<file path="src/rtl/pb_dummy_tile_resp_pkg.sv">
// picobello_pkg: mesh geometry, link beat types, FSM states and the default error response code
package picobello_pkg;
  localparam int unsigned MeshX = 4;
  localparam int unsigned MeshY = 4;
  localparam int unsigned CoordXWidth = $clog2(MeshX);
  localparam int unsigned CoordYWidth = $clog2(MeshY);
  localparam int unsigned PbTxnIdWidth = 6;
  localparam logic [1:0] PbRespErr = 2'b11;
  typedef enum logic {ING_IDLE, ING_DRAIN} ing_state_e;
  typedef enum logic {EGR_IDLE, EGR_RESP} egr_state_e;
  typedef struct packed {
    logic is_hdr;
    logic is_write;
    logic [CoordXWidth-1:0] src_x;
    logic [CoordYWidth-1:0] src_y;
    logic [PbTxnIdWidth-1:0] txn_id;
    logic [7:0] len;
  } pb_dummy_req_t;
  typedef struct packed {
    logic is_write;
    logic [CoordXWidth-1:0] dst_x;
    logic [CoordYWidth-1:0] dst_y;
    logic [PbTxnIdWidth-1:0] txn_id;
    logic [1:0] resp;
    logic last;
  } pb_dummy_rsp_t;
  typedef struct packed {
    logic is_write;
    logic [CoordXWidth-1:0] src_x;
    logic [CoordYWidth-1:0] src_y;
    logic [PbTxnIdWidth-1:0] txn_id;
    logic [7:0] len;
  } pb_dummy_entry_t;
endpackage

</file>
<file path="src/rtl/pb_dummy_tile_resp_if.sv">
// pb_dummy_tile_resp_if: per-port link bundle (req_valid_i/req_ready_o/req_i in, rsp_valid_o/rsp_ready_i/rsp_o out); master = mesh, slave = responder
interface pb_dummy_tile_resp_if #(
  parameter int unsigned NumPorts = 4
) ();
  import picobello_pkg::*;
  logic [NumPorts-1:0] req_valid_i;
  logic [NumPorts-1:0] req_ready_o;
  pb_dummy_req_t [NumPorts-1:0] req_i;
  logic [NumPorts-1:0] rsp_valid_o;
  logic [NumPorts-1:0] rsp_ready_i;
  pb_dummy_rsp_t [NumPorts-1:0] rsp_o;
  modport master (output req_valid_i, req_i, rsp_ready_i, input req_ready_o, rsp_valid_o, rsp_o);
  modport slave (input req_valid_i, req_i, rsp_ready_i, output req_ready_o, rsp_valid_o, rsp_o);
endinterface

</file>
<file path="src/rtl/pb_dummy_tile_resp_port.sv">
// pb_dummy_tile_port: one link (req in, rsp out, stat_cnt if PB_DUMMY_TILE_STATS_EN) -- header capture, write-data drain, pending queue, error-response egress
module pb_dummy_tile_port
  import picobello_pkg::*;
#(
  parameter int unsigned QueueDepth = 4,
  parameter int unsigned TxnIdWidth = 6,
  parameter logic [1:0] RespErr = PbRespErr
) (
  input  logic          clk_i,
  input  logic          rst_i,
  input  logic          req_valid,
  output logic          req_ready,
  input  pb_dummy_req_t req,
  output logic          rsp_valid,
  input  logic          rsp_ready,
`ifdef PB_DUMMY_TILE_STATS_EN
  output logic [15:0]   stat_cnt,
`endif
  output pb_dummy_rsp_t rsp
);
  localparam int unsigned Aw = $clog2(QueueDepth);
  pb_dummy_entry_t mem [QueueDepth];
  pb_dummy_entry_t head;
  logic [Aw-1:0] wptr, rptr;
  logic [Aw:0] used;
  ing_state_e ing_q, ing_d;
  egr_state_e egr_q, egr_d;
  logic [7:0] dcnt_q, dcnt_d, bcnt_q, bcnt_d;
  logic full, accept, push, pop, last;
  assign full = used == (Aw+1)'(QueueDepth);
  assign head = mem[rptr];
  always_comb begin
    ing_d = ing_q;
    dcnt_d = dcnt_q;
    req_ready = ing_q == ING_DRAIN || !full;
    accept = req_valid && req_ready;
    push = accept && ing_q == ING_IDLE && req.is_hdr;
    if (push && req.is_write) begin
      ing_d = ING_DRAIN;
      dcnt_d = req.len;
    end else if (accept && ing_q == ING_DRAIN) begin
      ing_d = dcnt_q == 8'd0 ? ING_IDLE : ING_DRAIN;
      dcnt_d = dcnt_q == 8'd0 ? 8'd0 : dcnt_q - 8'd1;
    end
  end
  always_comb begin
    egr_d = egr_q;
    bcnt_d = bcnt_q;
    rsp_valid = used != '0;
    last = head.is_write || bcnt_q == head.len;
    pop = rsp_valid && rsp_ready && last;
    if (rsp_valid && rsp_ready) begin
      egr_d = last ? EGR_IDLE : EGR_RESP;
      bcnt_d = last ? 8'd0 : bcnt_q + 8'd1;
    end
    rsp = rsp_valid ? pb_dummy_rsp_t'{is_write: head.is_write, dst_x: head.src_x, dst_y: head.src_y,
                                      txn_id: PbTxnIdWidth'(head.txn_id[TxnIdWidth-1:0]),
                                      resp: RespErr, last: last} : '0;
  end
  always_ff @(posedge clk_i) begin
    if (rst_i) begin
      ing_q <= ING_IDLE;
      egr_q <= EGR_IDLE;
      dcnt_q <= '0;
      bcnt_q <= '0;
      wptr <= '0;
      rptr <= '0;
      used <= '0;
    end else begin
      ing_q <= ing_d;
      egr_q <= egr_d;
      dcnt_q <= dcnt_d;
      bcnt_q <= bcnt_d;
      wptr <= wptr + Aw'(push);
      rptr <= rptr + Aw'(pop);
      used <= used + (Aw+1)'(push) - (Aw+1)'(pop);
    end
  end
  always_ff @(posedge clk_i) if (push) mem[wptr] <= '{is_write: req.is_write, src_x: req.src_x, src_y: req.src_y, txn_id: req.txn_id, len: req.len};
`ifdef PB_DUMMY_TILE_STATS_EN
  always_ff @(posedge clk_i) begin
    if (rst_i) stat_cnt <= '0;
    else if (push && stat_cnt != 16'hFFFF) stat_cnt <= stat_cnt + 16'd1;
  end
`endif
endmodule

</file>
<file path="src/rtl/pb_dummy_tile_resp.sv">
// pb_dummy_tile_resp: error-responding dummy tile, NumPorts independent links (clk_i, rst_i, bus slave, stat_cnt_o if PB_DUMMY_TILE_STATS_EN)
module pb_dummy_tile_resp
  import picobello_pkg::*;
#(
  parameter int unsigned NumPorts = 4,
  parameter int unsigned QueueDepth = 4,
  parameter int unsigned TxnIdWidth = 6,
  parameter logic [1:0] RespErr = PbRespErr
) (
  input  logic clk_i,
  input  logic rst_i,
`ifdef PB_DUMMY_TILE_STATS_EN
  output logic [NumPorts-1:0][15:0] stat_cnt_o,
`endif
  pb_dummy_tile_resp_if.slave bus
);
  for (genvar i = 0; i < NumPorts; i++) begin : g_port
    pb_dummy_tile_port #(
      .QueueDepth(QueueDepth),
      .TxnIdWidth(TxnIdWidth),
      .RespErr(RespErr)
    ) u_port (
      .clk_i(clk_i),
      .rst_i(rst_i),
      .req_valid(bus.req_valid_i[i]),
      .req_ready(bus.req_ready_o[i]),
      .req(bus.req_i[i]),
      .rsp_valid(bus.rsp_valid_o[i]),
      .rsp_ready(bus.rsp_ready_i[i]),
`ifdef PB_DUMMY_TILE_STATS_EN
      .stat_cnt(stat_cnt_o[i]),
`endif
      .rsp(bus.rsp_o[i])
    );
  end
endmodule

</file>
<file path="src/flat_wrapper.sv">
// flat-port wrapper written by rule: the top's interface ports become plain ports
module pb_dummy_tile_resp_flat import picobello_pkg::*;
#(
  parameter int unsigned NumPorts = 4,
  parameter int unsigned QueueDepth = 4,
  parameter int unsigned TxnIdWidth = 6,
  parameter logic [1:0] RespErr = PbRespErr
)
  (clk_i, rst_i, bus_req_valid_i, bus_req_i, bus_rsp_ready_i, bus_req_ready_o, bus_rsp_valid_o, bus_rsp_o);
  pb_dummy_tile_resp_if #(.NumPorts(NumPorts)) bus_i ();
  input  logic clk_i;
  input  logic rst_i;
  input wire logic [$bits(bus_i.req_valid_i)-1:0] bus_req_valid_i;
  input wire logic [$bits(bus_i.req_i)-1:0] bus_req_i;
  input wire logic [$bits(bus_i.rsp_ready_i)-1:0] bus_rsp_ready_i;
  output wire logic [$bits(bus_i.req_ready_o)-1:0] bus_req_ready_o;
  output wire logic [$bits(bus_i.rsp_valid_o)-1:0] bus_rsp_valid_o;
  output wire logic [$bits(bus_i.rsp_o)-1:0] bus_rsp_o;
  assign bus_i.req_valid_i = bus_req_valid_i;
  assign bus_i.req_i = bus_req_i;
  assign bus_i.rsp_ready_i = bus_rsp_ready_i;
  assign bus_req_ready_o = bus_i.req_ready_o;
  assign bus_rsp_valid_o = bus_i.rsp_valid_o;
  assign bus_rsp_o = bus_i.rsp_o;
  pb_dummy_tile_resp #(.NumPorts(NumPorts), .QueueDepth(QueueDepth), .TxnIdWidth(TxnIdWidth), .RespErr(RespErr)) u_core (.clk_i(clk_i), .rst_i(rst_i), .bus(bus_i));
endmodule
</file>
<file path="config.mk">
export PLATFORM = sky130hd
export DESIGN_NAME = pb_dummy_tile_resp_flat
export DESIGN_NICKNAME = d
export VERILOG_FILES = /design/src/rtl/pb_dummy_tile_resp_pkg.sv /design/src/rtl/pb_dummy_tile_resp_if.sv /design/src/rtl/pb_dummy_tile_resp_port.sv /design/src/rtl/pb_dummy_tile_resp.sv /design/src/flat_wrapper.sv
export SDC_FILE = /design/constraint.sdc
export NUM_CORES = 1
export LEC_CHECK = 0
export ABC_CLOCK_PERIOD_IN_PS = 3400
export BUFFER_PORTS_ARGS = -buffer_cell sky130_fd_sc_hd__clkbuf_2
export CORE_ASPECT_RATIO = 1.2
export CORE_UTILIZATION = 50
export DETAILED_ROUTE_END_ITERATION = 8
export GPL_TIMING_DRIVEN = 0
export HOLD_SLACK_MARGIN = 0.12
export MAX_ROUTING_LAYER = met4
export PLACE_DENSITY_LB_ADDON = 0.2
export SYNTH_ARGS = -nofsm -noshare
export SYNTH_HDL_FRONTEND = slang
export SYNTH_SLANG_ARGS = --single-unit
</file>
<file path="constraint.sdc">
create_clock -name clk_i -period 3.4 [get_ports clk_i]
set_input_delay 0.17 -clock clk_i [delete_from_list [all_inputs] [get_ports clk_i]]
set_output_delay 0.17 -clock clk_i [all_outputs]
set_load 0.01 [all_outputs]
</file>
# After elaboration in Yosys (flattened, before gate mapping)
# Memories as Yosys holds them, arrays and structs flattened. A register that Yosys moved wholly into a read port is not among the register bits.
# Cells that the tools add are included.
[totals]
romBits = 0
latch_bits = 0
mem_count = 4
ff_bits = 96
word_cells = 160
mem_bits_rw = 304
in_bits = 90
[op_classes]
div = 0
shift = 0
n_eq_ne = 8
mul = 0
n_mux = 44
magnitude_cmp = 0
addsub = 24
n_reduce_logical = 52
bitwise_logic = 4
[memory_table]
columns = ["memory", "words", "word_bits", "rd", "rd_ports_with_merged_regs", "wr", "line", "text"]
rows = [
  ["u_core.g_port[0].u_port.mem", 4, 19, 1, 1, 1, "pb_dummy_tile_resp_port.sv:22", "pb_dummy_entry_t mem [QueueDepth];"],
  ["u_core.g_port[1].u_port.mem", 4, 19, 1, 1, 1, "pb_dummy_tile_resp_port.sv:22", ""],
  ["u_core.g_port[2].u_port.mem", 4, 19, 1, 1, 1, "pb_dummy_tile_resp_port.sv:22", ""],
  ["u_core.g_port[3].u_port.mem", 4, 19, 1, 1, 1, "pb_dummy_tile_resp_port.sv:22", ""],
]
[ops]
columns = ["operator", "n"]
rows = [
  ["$mux 8", 16],
  ["$mux 14", 4],
  ["$add 8x1->8 const B", 4],
  ["$eq 8x8->1", 4],
  ["$logic_not 8->1", 4],
  ["$sub 8x1->8 const B", 4],
  ["$logic_and 1x1->1", 28],
  ["$mux 1", 20],
  ["$add 2x1->2", 8],
  ["$add 3x1->3", 4],
  ["$eq 3x3->1 const B", 4],
  ["$reduce_bool 3->1", 4],
  ["$sub 3x1->3", 4],
  ["$logic_or 1x1->1", 8],
  ["$mux 2", 4],
  ["$reduce_bool 2->1", 4],
  ["$logic_not 1->1", 4],
  ["$not 1->1", 4],
]

# Logic depth before layout (Yosys ltp)
[logic_depth]
depth_word = 8
ltp_mapped = 13

# Cells and area by module
# Synthesis repeated with hierarchy kept, for this count alone.
[hier_totals]
hier_cells = 1135
hier_area_um2 = 17242.8
[by_module_without_submodules]
columns = ["mod", "area_per_inst_um2", "n_inst", "seq_area_each_um2", "cells_per_inst"]
rows = [
  ["pb_dummy_tile_port (u_core.g_port[1].u_port)", 4330.4, 1, 2762.6, 284],
  ["pb_dummy_tile_port (u_core.g_port[0].u_port)", 4305.4, 1, 2762.6, 285],
  ["pb_dummy_tile_port (u_core.g_port[2].u_port)", 4305.4, 1, 2762.6, 281],
  ["pb_dummy_tile_port (u_core.g_port[3].u_port)", 4301.6, 1, 2762.6, 285],
]

# Worst setup path after synthesis
# No wires, ideal clock.
[synth_path]
path_type = "register to register"
startpoint = "reg u_core.g_port[3].u_port.rptr[0] (netlist name)"
endpoint = "reg u_core.g_port[3].u_port.used[2]"
arrival_ps = 2818
n_path_buf = 2
slack_ps = 454
setup_time_ps = 128
path_stages_with_launch = 14
synth_period_minus_slack_ps = 2946
cell_sequence = "dfxtp_1 -> buf_6 -> buf_6 -> mux4_2 -> xnor2_1 -> nand4_1 -> or4_1 -> nand3_1 -> ha_1 -> inv_1 -> fa_1 -> xor2_1 -> xnor2_1 -> nor2_1"
[synth_lines]
columns = ["element", "line", "text"]
rows = [
  ["end signal, assigned", "pb_dummy_tile_resp_port.sv:76", "used <= used + (Aw+1)'(push) - (Aw+1)'(pop);"],
  ["end, declared", "pb_dummy_tile_resp_port.sv:25", "logic [Aw:0] used;"],
]

==> impl_metrics.json <==
{
  "num-nets-final": 1556,
  "root_buffer": "clkbuf_16",
  "initial_core_util": 0.5128,
  "antenna_left": 0,
  "clock_skew_ns": 0.01623,
  "p_clk_frac": 0.296,
  "post-route-period-util": 0.9332,
  "synth_top_area_share": 0.5325,
  "areaGrowthSynthToFinish_pct": 21.54,
  "cts.sinks": 400,
  "pwr-share-seq": 0.416,
  "synth_common_cells": "edfxtp_1, dfxtp_1, nand2_1, nor2_1, mux4_2",
  "switchingPower_w": 0.004067,
  "drtPass1Iterations": 5,
  "cp_max_fo": 10,
  "cts_buffer_depth": 3,
  "cts_tree": "yes",
  "die_h_um": 204.8,
  "post-dp-hpwl_um": 24160,
  "finalCriticalPeriod_ns": 3.173,
  "power_density_nw_per_um2": 667.2,
  "postSynthCellCount": 1149,
  "dieArea_um2": 35040,
  "drive_above_1_share": 0.2288,
  "crit_path_end": "u_core.g_port[3].u_port.used[2]",
  "r2r_end": "u_core.g_port[3].u_port.used[2]",
  "core_um2": 33430,
  "yosys_register_bits": 400,
  "synthArstFlopShare": 0,
  "final_area_um2": 20840,
  "routedWlPerCell_um": 18.68,
  "grtUsageTotal": 0.2171,
  "total_power_w": 0.01390,
  "p_comb_frac": 0.288,
  "synthFlopType": "edfxtp_1",
  "path_clk_slew_ns": 0.06,
  "gp_congestion": 0.8901,
  "post_dp_cell_area_um2": 18730,
  "timing.final.max_slew_violations": 0,
  "p_sw_frac": 0.2926,
  "clk_latency_ns": 0.54,
  "grt_max_degree": 20,
  "worstPathArrival_ns": 3.58,
  "synthDistinctLibCells": 61,
  "hold_viol": 0,
  "p_leak_nw": 7.187,
  "post-route-drc-count": 0,
  "yosys.cell_count.top_type": "edfxtp_1",
  "rsz0062_at_grt": "false",
  "die_w_um": 171.0,
  "vias": 10640,
  "synth.yosys.warnings": 0,
  "io_pins": 154,
  "ir_drop_v": 0.0003679,
  "drt_iter0_markers": 661,
  "cap_violations": 0,
  "antenna_found_initial": 0,
  "slew_headroom": 0.2923,
  "cts_buffers": 40,
  "worst_pin_slew_ns": 1.062,
  "antennaDiodeCount": 0,
  "overflow": 0,
  "crit_start": "u_core.g_port[3].u_port.rptr[1]",
  "fin_setup_tns_ns": 0,
  "status": "finished clean",
  "worstPathRequired_ns": 3.81,
  "hold_path_class": "input pin to flop",
  "critPathLaunchType": "flop",
  "reg2reg_from": "u_core.g_port[3].u_port.rptr[1]",
  "intPower_w": 0.009834,
  "crit_type": "flop to flop",
  "row_count": 73,
  "grt_pass1_vias": 10620,
  "routed_via_density": 5.520,
  "synth.largest_area_cell": "edfxtp_1",
  "reg2reg_depth": 12,
  "syn_nets": 1259,
  "num-fill-cells": 2577,
  "layout_setup_ws_ns": 0.2272,
  "setup_viol": 0,
  "post_synth_main_area_contributors": "edfxtp_1, dfxtp_1, mux4_2",
  "ys_seq_area_frac": 0.6446,
  "fmax_ghz": 0.3152,
  "syn_area_per_cell_um2": 14.92,
  "drt-total-wl_um": 36000,
  "rrSetupSlack_ns": 0.23,
  "io_buffer_count": 153,
  "ctsHtreeMaxLevel": 2,
  "grt_pass1_wl_um": 56650,
  "crit_path_end_kind": "flop",
  "syn_area_um2": 17140,
  "synth_edf_count": 304,
  "dp_slack_ns": 0.1558
}
==> metrics by stage <==
step,hold slack (ns),util,std cells
3_3_place_gp,0.3868,0.5526,1752
6_report,0.2532,0.6233,1927
4_1_cts,0.2295,0.6219,1923
3_5_place_dp,0.3932,0.5603,1766
2_1_floorplan,0.2689,-,1149
5_1_grt,0.2703,0.6233,1927
==> power groups by stage <==
stage	Sequential [W]	Combinational (W)	Clock, W
final	0.00578	0.00401	0.00411
after global routing	0.00582	0.00442	0.00440
after CTS	0.00578	0.00405	0.00421
after detailed placement	0.00588	0.00395	0
after global placement	0.00588	0.00385	0
after floorplan	0.00583	0.00275	0
==> how the worst min path moves through the flow <==
stage	depth (start not counted)	endpoint	from
CTS	4	u_core.g_port[3].u_port.rptr[1]	rst_i
detailed placement	1	u_core.g_port[2].u_port.mem[2][8]	bus_req_i[48]
finish	4	u_core.g_port[3].u_port.rptr[1]	rst_i
floorplan	0	u_core.g_port[0].u_port.mem[0][0]	bus_req_i[0]
global route	4	u_core.g_port[3].u_port.rptr[1]	rst_i
global placement	1	u_core.g_port[2].u_port.mem[2][11]	bus_req_i[51]
==> critical path, cell delays in order, from the launching register on <==
cell,delay [ns]
dfxtp_1,0.36
buf_2,0.28
mux4_2,0.38
xnor2_1,0.21
nand4_1,0.24
or4_1,0.53
nand3_1,0.11
ha_1,0.14
inv_1,0.04
fa_1,0.37
xor2_1,0.18
xnor2_1,0.14
nor2_1,0.05
==> repair_timing <==
item | CTS | global route
gates resized for setup | 0 | 2
hold buffers | 84 | 0
hold endpoints to repair | 344 | 0
setup buffers | 0 | 4
endpoints found under the setup margin | 0 | 3
==> sequential cells by signal (all words and copies together) (netlist names) <==
signal and flops:
u_core.g_port.u_port.dcnt_q 32, u_core.g_port.u_port.bcnt_q 32, u_core.g_port.u_port.ing_q 4, u_core.g_port.u_port.used 12
u_core.g_port.u_port.mem 304, u_core.g_port.u_port.rptr 8, u_core.g_port.u_port.wptr 8
==> cell type report <==
class / count / area (µm²) / area share
multi-input cells: 661 / 5683 / 0.2727
well taps: 450 / 563.0 / 0.02702
flip-flops and latches: 400 / 11050 / 0.5304
plain buffers: 64 / 382.9 / 0.01838
inverters: 24 / 90.09 / 0.004324
clock buffers: 51 / 1084 / 0.05200
clock inverters: 22 / 136.4 / 0.006545
repair buffers: 255 / 1847 / 0.08863
==> kinds of logic after synthesis <==
group / Yosys count / synth area share
AND/OR/NAND/NOR: 351 / 0.1139
buffers and inverters: 88 / 0.02759
adder cells (fa/ha/maj): 20 / 0.01635
flip-flops: 400 / 0.6446
AO/OA/AOI/OAI: 135 / 0.05269
multiplexers: 80 / 0.1066
XOR/XNOR: 75 / 0.03832
==> routing by layer <==
layer,part of all wire,GRT usage
met2,0.51,0.3728
met1,0.42,0.2692
met3,0.040,0.02898
met5,0,-
met4,0.021,0.05963
==> layout by cell type, fill, tap and decap left out, types with 9 or more instances in the layout <==
cell           netlist  routed
a31oi_1             11      11
nand2_1             57      57
and2_1              53      53
clkbuf_2             0     153
nor3_1              31      27
a21oi_1             34      34
xnor2_1             53      53
inv_1               24      24
nor2_1              57      52
dlygate4sd3_1        0      84
clkbuf_16            0      41
o21ai_0             20      20
clkbuf_1            28      36
mux4_2              56      56
dfxtp_1             96      96
edfxtp_1           304     304
nor3b_1             16      13
buf_6                6      12
and3_1              17      17
ha_1                16      16
mux4_1              20      20
nand4_1             24      24
buf_4               16      22
or3_1               10      10
clkinv_1             0       9
xor2_1              22      22
nand3_1             27      27
nor2b_1             15      15
a211oi_1            41      41
(Power assumes the default switching activity.)
